`src/rtl/periodic_deframer_pkg.sv`:
```
// periodic_deframer_pkg: state encoding, default settings-bus addresses and
// counter width shared between the periodic framer and deframer.
package periodic_deframer_pkg;

    localparam int unsigned CNT_W     = 16;
    localparam int unsigned SR_AWIDTH = 8;
    localparam int unsigned SR_DWIDTH = 32;

    localparam int unsigned DEF_SR_FRAME_LEN      = 0;
    localparam int unsigned DEF_SR_GAP_LEN        = 1;
    localparam int unsigned DEF_SR_OFFSET         = 2;
    localparam int unsigned DEF_SR_NUMBER_SYMBOLS = 3;

    typedef enum logic [1:0] {
        ST_IDLE   = 2'd0,
        ST_OFFSET = 2'd1,
        ST_FRAME  = 2'd2,
        ST_GAP    = 2'd3
    } state_t;

    // A programmed length of zero is treated as one.
    function automatic logic [CNT_W-1:0] at_least_one(input logic [CNT_W-1:0] v);
        return (v == '0) ? CNT_W'(1) : v;
    endfunction

endpackage

```
`src/rtl/setting_reg.sv`:
```
// setting_reg: one settings-bus register. Captures in when strobe is high
// and addr matches MY_ADDR; returns to AT_RESET on reset.
//   clk, reset     : clock, synchronous active-high reset
//   strobe/addr/in : settings bus write
//   out            : current register value
module setting_reg #(
    parameter int unsigned MY_ADDR  = 0,
    parameter int unsigned AWIDTH   = 8,
    parameter int unsigned WIDTH    = 16,
    parameter int unsigned AT_RESET = 0
) (
    input  logic              clk,
    input  logic              reset,
    input  logic              strobe,
    input  logic [AWIDTH-1:0] addr,
    input  logic [WIDTH-1:0]  in,
    output logic [WIDTH-1:0]  out
);

    always_ff @(posedge clk) begin
        if (reset) begin
            out <= WIDTH'(AT_RESET);
        end else if (strobe && (addr == AWIDTH'(MY_ADDR))) begin
            out <= in;
        end
    end

endmodule

```
`src/rtl/periodic_deframer.sv`:
```
// periodic_deframer: rebuilds a continuous sample stream from a burst of
// tlast-delimited symbol frames: zero offset padding, zero gaps between
// symbols (first SKIP_GAPS gaps of a burst omitted), o_tlast at burst end.
//   clk, reset, clear          : clock, sync active-high reset, soft reset
//   set_stb/set_addr/set_data  : settings bus
//   i_tdata/i_tlast/i_tvalid/i_tready : symbol frames in
//   o_tdata/o_tlast/o_tvalid/o_tready : continuous stream out
//   sof/eof                    : first / last output beat of burst
//   err                        : sticky frame-length mismatch
module periodic_deframer
    import periodic_deframer_pkg::*;
#(
    parameter int unsigned SR_FRAME_LEN      = DEF_SR_FRAME_LEN,
    parameter int unsigned SR_GAP_LEN        = DEF_SR_GAP_LEN,
    parameter int unsigned SR_OFFSET         = DEF_SR_OFFSET,
    parameter int unsigned SR_NUMBER_SYMBOLS = DEF_SR_NUMBER_SYMBOLS,
    parameter int unsigned SKIP_GAPS         = 1,
    parameter int unsigned WIDTH             = 32
) (
    input  logic                 clk,
    input  logic                 reset,
    input  logic                 clear,
    input  logic                 set_stb,
    input  logic [SR_AWIDTH-1:0] set_addr,
    input  logic [SR_DWIDTH-1:0] set_data,
    input  logic [WIDTH-1:0]     i_tdata,
    input  logic                 i_tlast,
    input  logic                 i_tvalid,
    output logic                 i_tready,
    output logic [WIDTH-1:0]     o_tdata,
    output logic                 o_tlast,
    output logic                 o_tvalid,
    input  logic                 o_tready,
    output logic                 sof,
    output logic                 eof,
    output logic                 err
);

    logic [CNT_W-1:0] sr_frame_len, sr_gap_len, sr_offset, sr_num_sym;
    logic [CNT_W-1:0] frame_len_l, gap_len_l, offset_l, num_sym_l;
    logic [CNT_W-1:0] counter, sym_cnt, skip_cnt;
    state_t           state;
    logic             first;
    logic             beat, len_hit, frame_end, burst_end;
    logic             unused_set_hi;

    assign unused_set_hi = ^set_data[SR_DWIDTH-1:CNT_W];

    setting_reg #(.MY_ADDR(SR_FRAME_LEN), .AWIDTH(SR_AWIDTH), .WIDTH(CNT_W)) u_sr_frame_len (
        .clk(clk), .reset(reset), .strobe(set_stb), .addr(set_addr),
        .in(set_data[CNT_W-1:0]), .out(sr_frame_len));
    setting_reg #(.MY_ADDR(SR_GAP_LEN), .AWIDTH(SR_AWIDTH), .WIDTH(CNT_W)) u_sr_gap_len (
        .clk(clk), .reset(reset), .strobe(set_stb), .addr(set_addr),
        .in(set_data[CNT_W-1:0]), .out(sr_gap_len));
    setting_reg #(.MY_ADDR(SR_OFFSET), .AWIDTH(SR_AWIDTH), .WIDTH(CNT_W)) u_sr_offset (
        .clk(clk), .reset(reset), .strobe(set_stb), .addr(set_addr),
        .in(set_data[CNT_W-1:0]), .out(sr_offset));
    setting_reg #(.MY_ADDR(SR_NUMBER_SYMBOLS), .AWIDTH(SR_AWIDTH), .WIDTH(CNT_W)) u_sr_num_sym (
        .clk(clk), .reset(reset), .strobe(set_stb), .addr(set_addr),
        .in(set_data[CNT_W-1:0]), .out(sr_num_sym));

    // Stream muxing: zeros in OFFSET/GAP, pass-through in FRAME.
    always_comb begin
        o_tvalid  = 1'b0;
        o_tdata   = '0;
        i_tready  = 1'b0;
        case (state)
            ST_OFFSET, ST_GAP: o_tvalid = 1'b1;
            ST_FRAME: begin
                o_tvalid = i_tvalid;
                o_tdata  = i_tdata;
                i_tready = o_tready;
            end
            default: ;
        endcase
        beat      = o_tvalid && o_tready;
        len_hit   = (counter == frame_len_l);
        frame_end = (state == ST_FRAME) && beat && (len_hit || i_tlast);
        burst_end = frame_end && ((sym_cnt + CNT_W'(1)) == num_sym_l);
        o_tlast   = burst_end;
        eof       = burst_end;
        sof       = first && o_tvalid;
    end

    // Burst sequencing; settings are only sampled on IDLE exit.
    always_ff @(posedge clk) begin
        if (reset || clear) begin
            state       <= ST_IDLE;
            counter     <= '0;
            sym_cnt     <= '0;
            skip_cnt    <= '0;
            first       <= 1'b0;
            err         <= 1'b0;
            frame_len_l <= CNT_W'(1);
            gap_len_l   <= '0;
            offset_l    <= '0;
            num_sym_l   <= CNT_W'(1);
        end else begin
            if (beat) begin
                first <= 1'b0;
            end
            case (state)
                ST_IDLE: begin
                    if (i_tvalid) begin
                        frame_len_l <= at_least_one(sr_frame_len);
                        gap_len_l   <= sr_gap_len;
                        offset_l    <= sr_offset;
                        num_sym_l   <= at_least_one(sr_num_sym);
                        skip_cnt    <= '0;
                        sym_cnt     <= '0;
                        counter     <= CNT_W'(1);
                        first       <= 1'b1;
                        state       <= (sr_offset != '0) ? ST_OFFSET : ST_FRAME;
                    end
                end
                ST_OFFSET, ST_GAP: begin
                    if (beat) begin
                        if (counter == ((state == ST_OFFSET) ? offset_l : gap_len_l)) begin
                            state   <= ST_FRAME;
                            counter <= CNT_W'(1);
                        end else begin
                            counter <= counter + CNT_W'(1);
                        end
                    end
                end
                ST_FRAME: begin
                    if (frame_end) begin
                        // Length reached and tlast must coincide.
                        if (len_hit != i_tlast) begin
                            err <= 1'b1;
                        end
                        sym_cnt <= sym_cnt + CNT_W'(1);
                        counter <= CNT_W'(1);
                        if (burst_end) begin
                            state <= ST_IDLE;
                        end else if ((32'(skip_cnt) < SKIP_GAPS) || (gap_len_l == '0)) begin
                            if (skip_cnt != '1) begin
                                skip_cnt <= skip_cnt + CNT_W'(1);
                            end
                        end else begin
                            state <= ST_GAP;
                        end
                    end else if (beat) begin
                        counter <= counter + CNT_W'(1);
                    end
                end
                default: state <= ST_IDLE;
            endcase
        end
    end

endmodule

```
`config.mk`:
```
export PLATFORM = sky130hd
export DESIGN_NAME = periodic_deframer
export DESIGN_NICKNAME = d
export VERILOG_FILES = /design/src/rtl/periodic_deframer_pkg.sv /design/src/rtl/setting_reg.sv /design/src/rtl/periodic_deframer.sv
export SDC_FILE = /design/constraint.sdc
export NUM_CORES = 1
export LEC_CHECK = 0
export BUFFER_PORTS_ARGS = -buffer_cell sky130_fd_sc_hd__buf_2
export CORE_MARGIN = 4
export CORE_UTILIZATION = 55
export CTS_BUF_LIST = sky130_fd_sc_hd__clkbuf_16
export CTS_CLUSTER_SIZE = 16
export DETAILED_ROUTE_END_ITERATION = 6
export PLACE_DENSITY_LB_ADDON = 0.12
export SYNTH_ARGS = -nofsm -noshare
export SYNTH_HDL_FRONTEND = slang
export SYNTH_HIERARCHICAL = 1
export SYNTH_SLANG_ARGS = --single-unit
```
`constraint.sdc`:
```
create_clock -name clk -period 4.72 [get_ports clk]
set_clock_uncertainty 0.2 [all_clocks]
set_input_delay 0.472 -clock clk [delete_from_list [all_inputs] [get_ports clk]]
set_output_delay 0.472 -clock clk [all_outputs]
set_load 0.05 [all_outputs]
```
Word level (Yosys, flattened, before mapping) --
Cells that the tools add are included. W data, S select, Z words.
Storage, ports and cells: register bits 180, bits of input ports 79, output and inout port bits 38, logic and storage cells 95
Cells by class: add/sub/neg operators 3, $lt $le $gt $ge 1, eq/ne operators 20, muxes and demuxes 31, reductions and logical operators 26
Operators by type and width (number):
- $mux W16 | 14
- $pmux W16 S2 | 2
- $add A16 B1 Y16 const B | 3
- $eq A16 B16 Y1 | 3
- $logic_not A16 Y1 | 3
- $pmux W16 S3 | 1
- $mux W32 | 1
- $eq A8 B2 Y1 const B | 2
- $lt A16 B1 Y1 const B | 1
- $ne A16 B16 Y1 const B | 1
- $reduce_bool A16 Y1 | 1
- $mux W2 | 7
- $ne A2 B2 Y1 const B | 5
- $logic_and A1 B1 Y1 | 9
- $reduce_and A3 Y1 | 3
- $eq A8 B1 Y1 const B | 1
- $logic_not A8 Y1 | 1
- $ne A3 B3 Y1 const B | 2
- $pmux W2 S3 | 1
- $reduce_and A6 Y1 | 1
- $reduce_and A5 Y1 | 1
- $eq A2 B2 Y1 const B | 2
- $mux W1 | 4
- $ne A2 B1 Y1 const B | 2
- 8 further kinds | 10

Longest topological paths before layout --
word-level depth 10, depth in mapped cells 14, depth with buffers taken out 11

By module --
The synthesis kept the hierarchy.
By module, submodules not included:
- periodic_deframer | times used 1, cells an instance 860, area each 6620.1 µm², sequential area each 2322.2 µm²
- setting_reg (u_sr_gap_len ...) | times used 2, cells an instance 71, area each 747.0 µm², sequential area each 320.3 µm²
- setting_reg (u_sr_num_sym) | times used 1, cells an instance 71, area each 745.7 µm², sequential area each 320.3 µm²
- setting_reg (u_sr_frame_len) | times used 1, cells an instance 71, area each 744.5 µm², sequential area each 320.3 µm²

Least setup slack after synthesis --
Ideal clock, no wire load.
kind register to output, from register counter[2], to output o_tlast, arrival 2.861 ns, required time 4.048 ns, setup slack 1.187 ns, cell stages (with the launch flop) 13, path through dfxtp_1 > clkbuf_1 > xor2_1 > nor4_1 > nand4_1 > ha_1 > nor2b_1 > and3_1 > nand3_1 > nor3_1 > nand4b_1 > and4b_1 > buf_4
On the way: cells in the longest elaborated chain, start to end 4
Ends and longest elaborated chain:
- start: declaration | line periodic_deframer.sv:41 | logic [CNT_W-1:0] counter, sym_cnt, skip_cnt;
- start signal: assignment | line periodic_deframer.sv:122 | counter <= counter + CNT_W'(1);
- start signal: assignment | line periodic_deframer.sv:144 | counter <= counter + CNT_W'(1);
- $eq A16 B16 Y1 | line periodic_deframer.sv:77 | len_hit = (counter == frame_len_l);
- $logic_or A1 B1 Y1 | line periodic_deframer.sv:78 | frame_end = (state == ST_FRAME) && beat && (len_hit || i_tlast);
- $logic_and A1 B1 Y1 | line periodic_deframer.sv:78
- $logic_and A1 B1 Y1 | line periodic_deframer.sv:79 | burst_end = frame_end && ((sym_cnt + CNT_W'(1)) == num_sym_l);
- end: declaration | line periodic_deframer.sv:31 | output logic o_tlast,
Every way passes these cells.

Worst setup path after layout --
from register counter[9], to output eof
On the way: cells in the longest elaborated chain, start to end 4
Ends and longest elaborated chain:
- $eq A16 B16 Y1 | line periodic_deframer.sv:77
- $logic_or A1 B1 Y1 | line periodic_deframer.sv:78
- $logic_and A1 B1 Y1 | line periodic_deframer.sv:78
- $logic_and A1 B1 Y1 | line periodic_deframer.sv:79
- end: declaration | line periodic_deframer.sv:35 | output logic eof,
Every way passes these cells.

==> out/qor.yml <==
sta:
  period_needed_ns: 4.167
  finalSetupTns_ns: 0
  setup_violations: 0
  fmax_mhz: 240.0
  layout_setup_ws_ns: 0.5531
  slew_violations: 0
  relSlewSlack_pct: 23.28
  finalHoldViolations: 0
  tightestPinTransition_ns: 1.146
  period_share_pct: 88.28
  hold_ws_ns: 0.1288
  rsz0062_at_grt: "no"
setup_path:
  max_stage_delay_ns: 0.52
  end_kind: "output port"
  cp.required_ns: 4.05
  cp.buffers_inverters: 2
  critPathLaunch: "counter[9]"
  critPathTopFamily: "simple AND/OR/NAND/NOR gates"
  path_class: "flip-flop to output port"
  path_max_fanout: 11
  r2r_cells: 12
  worst-path-stages: 12
  rr_startpoint: "counter[9]"
  worstPathArrival_ns: 3.49
  cp-start-kind: "flip-flop"
  cp_slowest_cell: "dfxtp_1"
  critical_path.cell_chain: "xor2_1 -> nor4_1 -> nand4_1 -> ha_1 -> nor2b_1 -> and3_1 -> buf_4 -> nand3_1 -> nor3_1 -> nand4b_1 -> and4b_1 -> buf_2"
floorplan:
  ios: 117
  die-area_sq_um: 19640
  placeableCoreArea_sq_um: 17180
  rows: 48
  chipHeight_um: 140.1
  start_util_pct: 55.91
  die_x_um: 140.1
pwr:
  p_total_mw: 3.289
  max-vdd-ir-drop_mv: 0.2793
  power.leakage_nw: 3.873
  powerDensity_nw_per_um2: 307.7
logic_synthesis:
  yosysSeqAreaShare_pct: 37.52
  ys_seq_elements: 180
  synth_area_leaders: "dfxtp_1 38%, nand2b_1 8.7%, mux2i_1 7.5%, nand2_1 7.0%, a21oi_1 4.7%"
  yosys_warnings: 6
  synth_nets: 1228
  synthArstFlopShare_pct: 0
  synth.avg_cell_area_sq_um: 8.395
  ys.flop_type: "dfxtp_1"
  netlist-cell-type-count: 78
  synth_cells: 1144
  yosys.area.top_type: "dfxtp_1"
  synth_area_sq_um: 9604
  synth_top_area_share_pct: 37.52
  synth_edf_count: 0
final_layout:
  area_growth_pct: 11.28
  nets: 1285
  drive_gt1_share_pct: 14.99
  diodes: 0
  fill_cells: 1549
  fin_util_pct: 62.22
clocking:
  cts_setup_buffers: 0
  cts-root-buf: "clkbuf_16"
  cts_sinks: 180
  cts_tree: "yes"
  cts_buffers: 17
  cts_resized: 0
  clkSlewWorstSetupHoldPaths_ns: 0.07
  ctsLongestPathBuffers: 2
  clk_latency_ns: 0.44
  htreeDepth: 4
  ctsHoldBuffers: 0
detailed_routing:
  drtAntennaViolNets: 0
  wl_um: 24390
  viasPerCell: 5.593
  num_vias: 8049
  route.detailed.drc: 0
  dr.pass1.iters: 5
  wl_per_cell_um: 16.95
  drt_iter0_markers: 628
place:
  hpwlAfterDp_um: 17130
  place_ws_ns: 1.051
  gp_congestion: 0.9209
  numPortBuffers: 100
global_route:
  grt-ovfl-total: 0
  grt_pass1_vias: 7417
  antenna_found_initial: 0
  track_usage_pct: 24.83
  grt_pass1_wl_um: 39590
  grt_max_degree: 118
worst_hold_path:
  min_path_type: "primary input to flip-flop"
  hold_start: "set_data[0]"
  min_path_cells: 3
run:
  drv_cap: 0
status:
  status: "finished clean"
## worst reg2reg max path: stages (launching register included)
cell,delay (ns)
dfxtp_1,0.52
xor2_1,0.11
nor4_1,0.35
nand4_1,0.20
ha_1,0.23
nor2b_1,0.18
and3_1,0.18
buf_4,0.19
nand3_1,0.17
a2111oi_4,0.37
nand4_1,0.36
and4_1,0.34
mux2i_1,0.12
## final timing paths
| check | endpoint | slack, ns |
|---|---|---|
| setup / recovery | eof | 0.55 |
| hold / removal | u_sr_gap_len/out[0] | 0.13 |
| hold reg to reg | gap_len_l[6] | 0.25 |
| setup reg to reg | skip_cnt[4] | 1.09 |
## layout by cell type, fill, tap and decap left out, drive strengths merged, types with 6 or more instances in the layout
cell	Yosys	layout
dfxtp	180	180
nor2	54	54
inv	19	27
nand2	178	178
nand4	18	18
or3	12	12
xnor2	27	27
nor4	29	29
mux2i	72	72
or4	9	9
or2	6	6
and3	7	7
xor2	37	37
clkbuf	53	17
buf	21	112
nand2b	134	134
o21ai	21	21
clkinv	0	6
o211ai	7	7
and2	35	35
nor2b	10	10
or4b	6	6
nand3	30	30
nor3	14	14
a21oi	92	92
## sequential cells by signal (all words and copies together) (netlist names)
signal and count:
u_sr_offset/out 16, sym_cnt 16, err 1, skip_cnt 16, num_sym_l 16, u_sr_frame_len/out 16
gap_len_l 16, frame_len_l 16, offset_l 16, state 2, u_sr_gap_len/out 16, first 1
u_sr_num_sym/out 16, counter 16
## layout make-up
cell class	count	area [sq um]	share of cell area [%]
clock inverters	15	183.9	1.721
inverters	19	71.32	0.6673
flip-flops and latches	180	3603	33.72
repair buffers	112	590.6	5.526
multi-input cells	871	5532	51.76
well taps	225	281.5	2.634
clock buffers	17	425.4	3.980
## Yosys cell counts (3+ instances only)
| library cell | n |
|---|---|
| a211oi_1 | 3 |
| a21oi_1 | 91 |
| a311oi_1 | 3 |
| a41oi_1 | 3 |
| and2_1 | 35 |
| and3_1 | 7 |
| and4_1 | 3 |
| buf_1 | 3 |
| buf_2 | 3 |
| buf_6 | 12 |
| clkbuf_1 | 52 |
| dfxtp_1 | 180 |
| ha_1 | 5 |
| inv_1 | 18 |
| mux2i_1 | 72 |
| nand2_1 | 178 |
| nand2b_1 | 134 |
| nand3_1 | 30 |
| nand4_1 | 15 |
| nand4_4 | 3 |
| nand4b_1 | 3 |
| nor2_1 | 53 |
| nor2b_1 | 10 |
| nor3_1 | 14 |
| nor4_1 | 23 |
| nor4_4 | 5 |
| nor4b_2 | 3 |
| o2111ai_1 | 3 |
| o211ai_1 | 7 |
| o21a_1 | 3 |
| o21ai_0 | 15 |
| o21ai_1 | 6 |
| o22ai_1 | 4 |
| or2_2 | 6 |
| or3_1 | 12 |
| or3b_2 | 3 |
| or4_1 | 8 |
| or4b_4 | 4 |
| xnor2_1 | 27 |
| xor2_1 | 37 |
## logic make-up (layout without fill, tap and decap cells)
family	Yosys count	after routing	share of synthesized area, %
buffers and inverters	93	163	5.042
flip-flops	180	180	37.52
XOR/XNOR	64	64	5.836
AO/OA/AOI/OAI	166	166	10.64
AND/OR/NAND/NOR	564	564	32.80
multiplexers	72	72	7.504
adder cells (fa/ha/maj)	5	5	0.6514
## metal layers
layer / vias to the layer above / part of all wire [%] / GRT usage [%]
met4: 0 / 0.57 / 4.233
li1: 4040 / - / -
met3: 15 / 5.2 / 4.438
met1: 3804 / 49 / 37.00
met5: - / 0 / 0
met2: 190 / 45 / 38.21
## power by group
part           switching [mW]  internal (mW)  total, mW
registers             0.00705           1.52       1.53
clock network           0.699          0.766       1.47
logic                   0.206         0.0902      0.296
total                   0.912           2.38       3.29
## per-stage QoR
stage	area (sq um)	instances
3_5_place_dp	10080	1407
4_1_cts	10690	1439
3_3_place_gp	10080	1407
2_1_floorplan	9604	1144
5_1_grt	10690	1439
6_report	10690	1439
(Power assumes the default switching activity.)
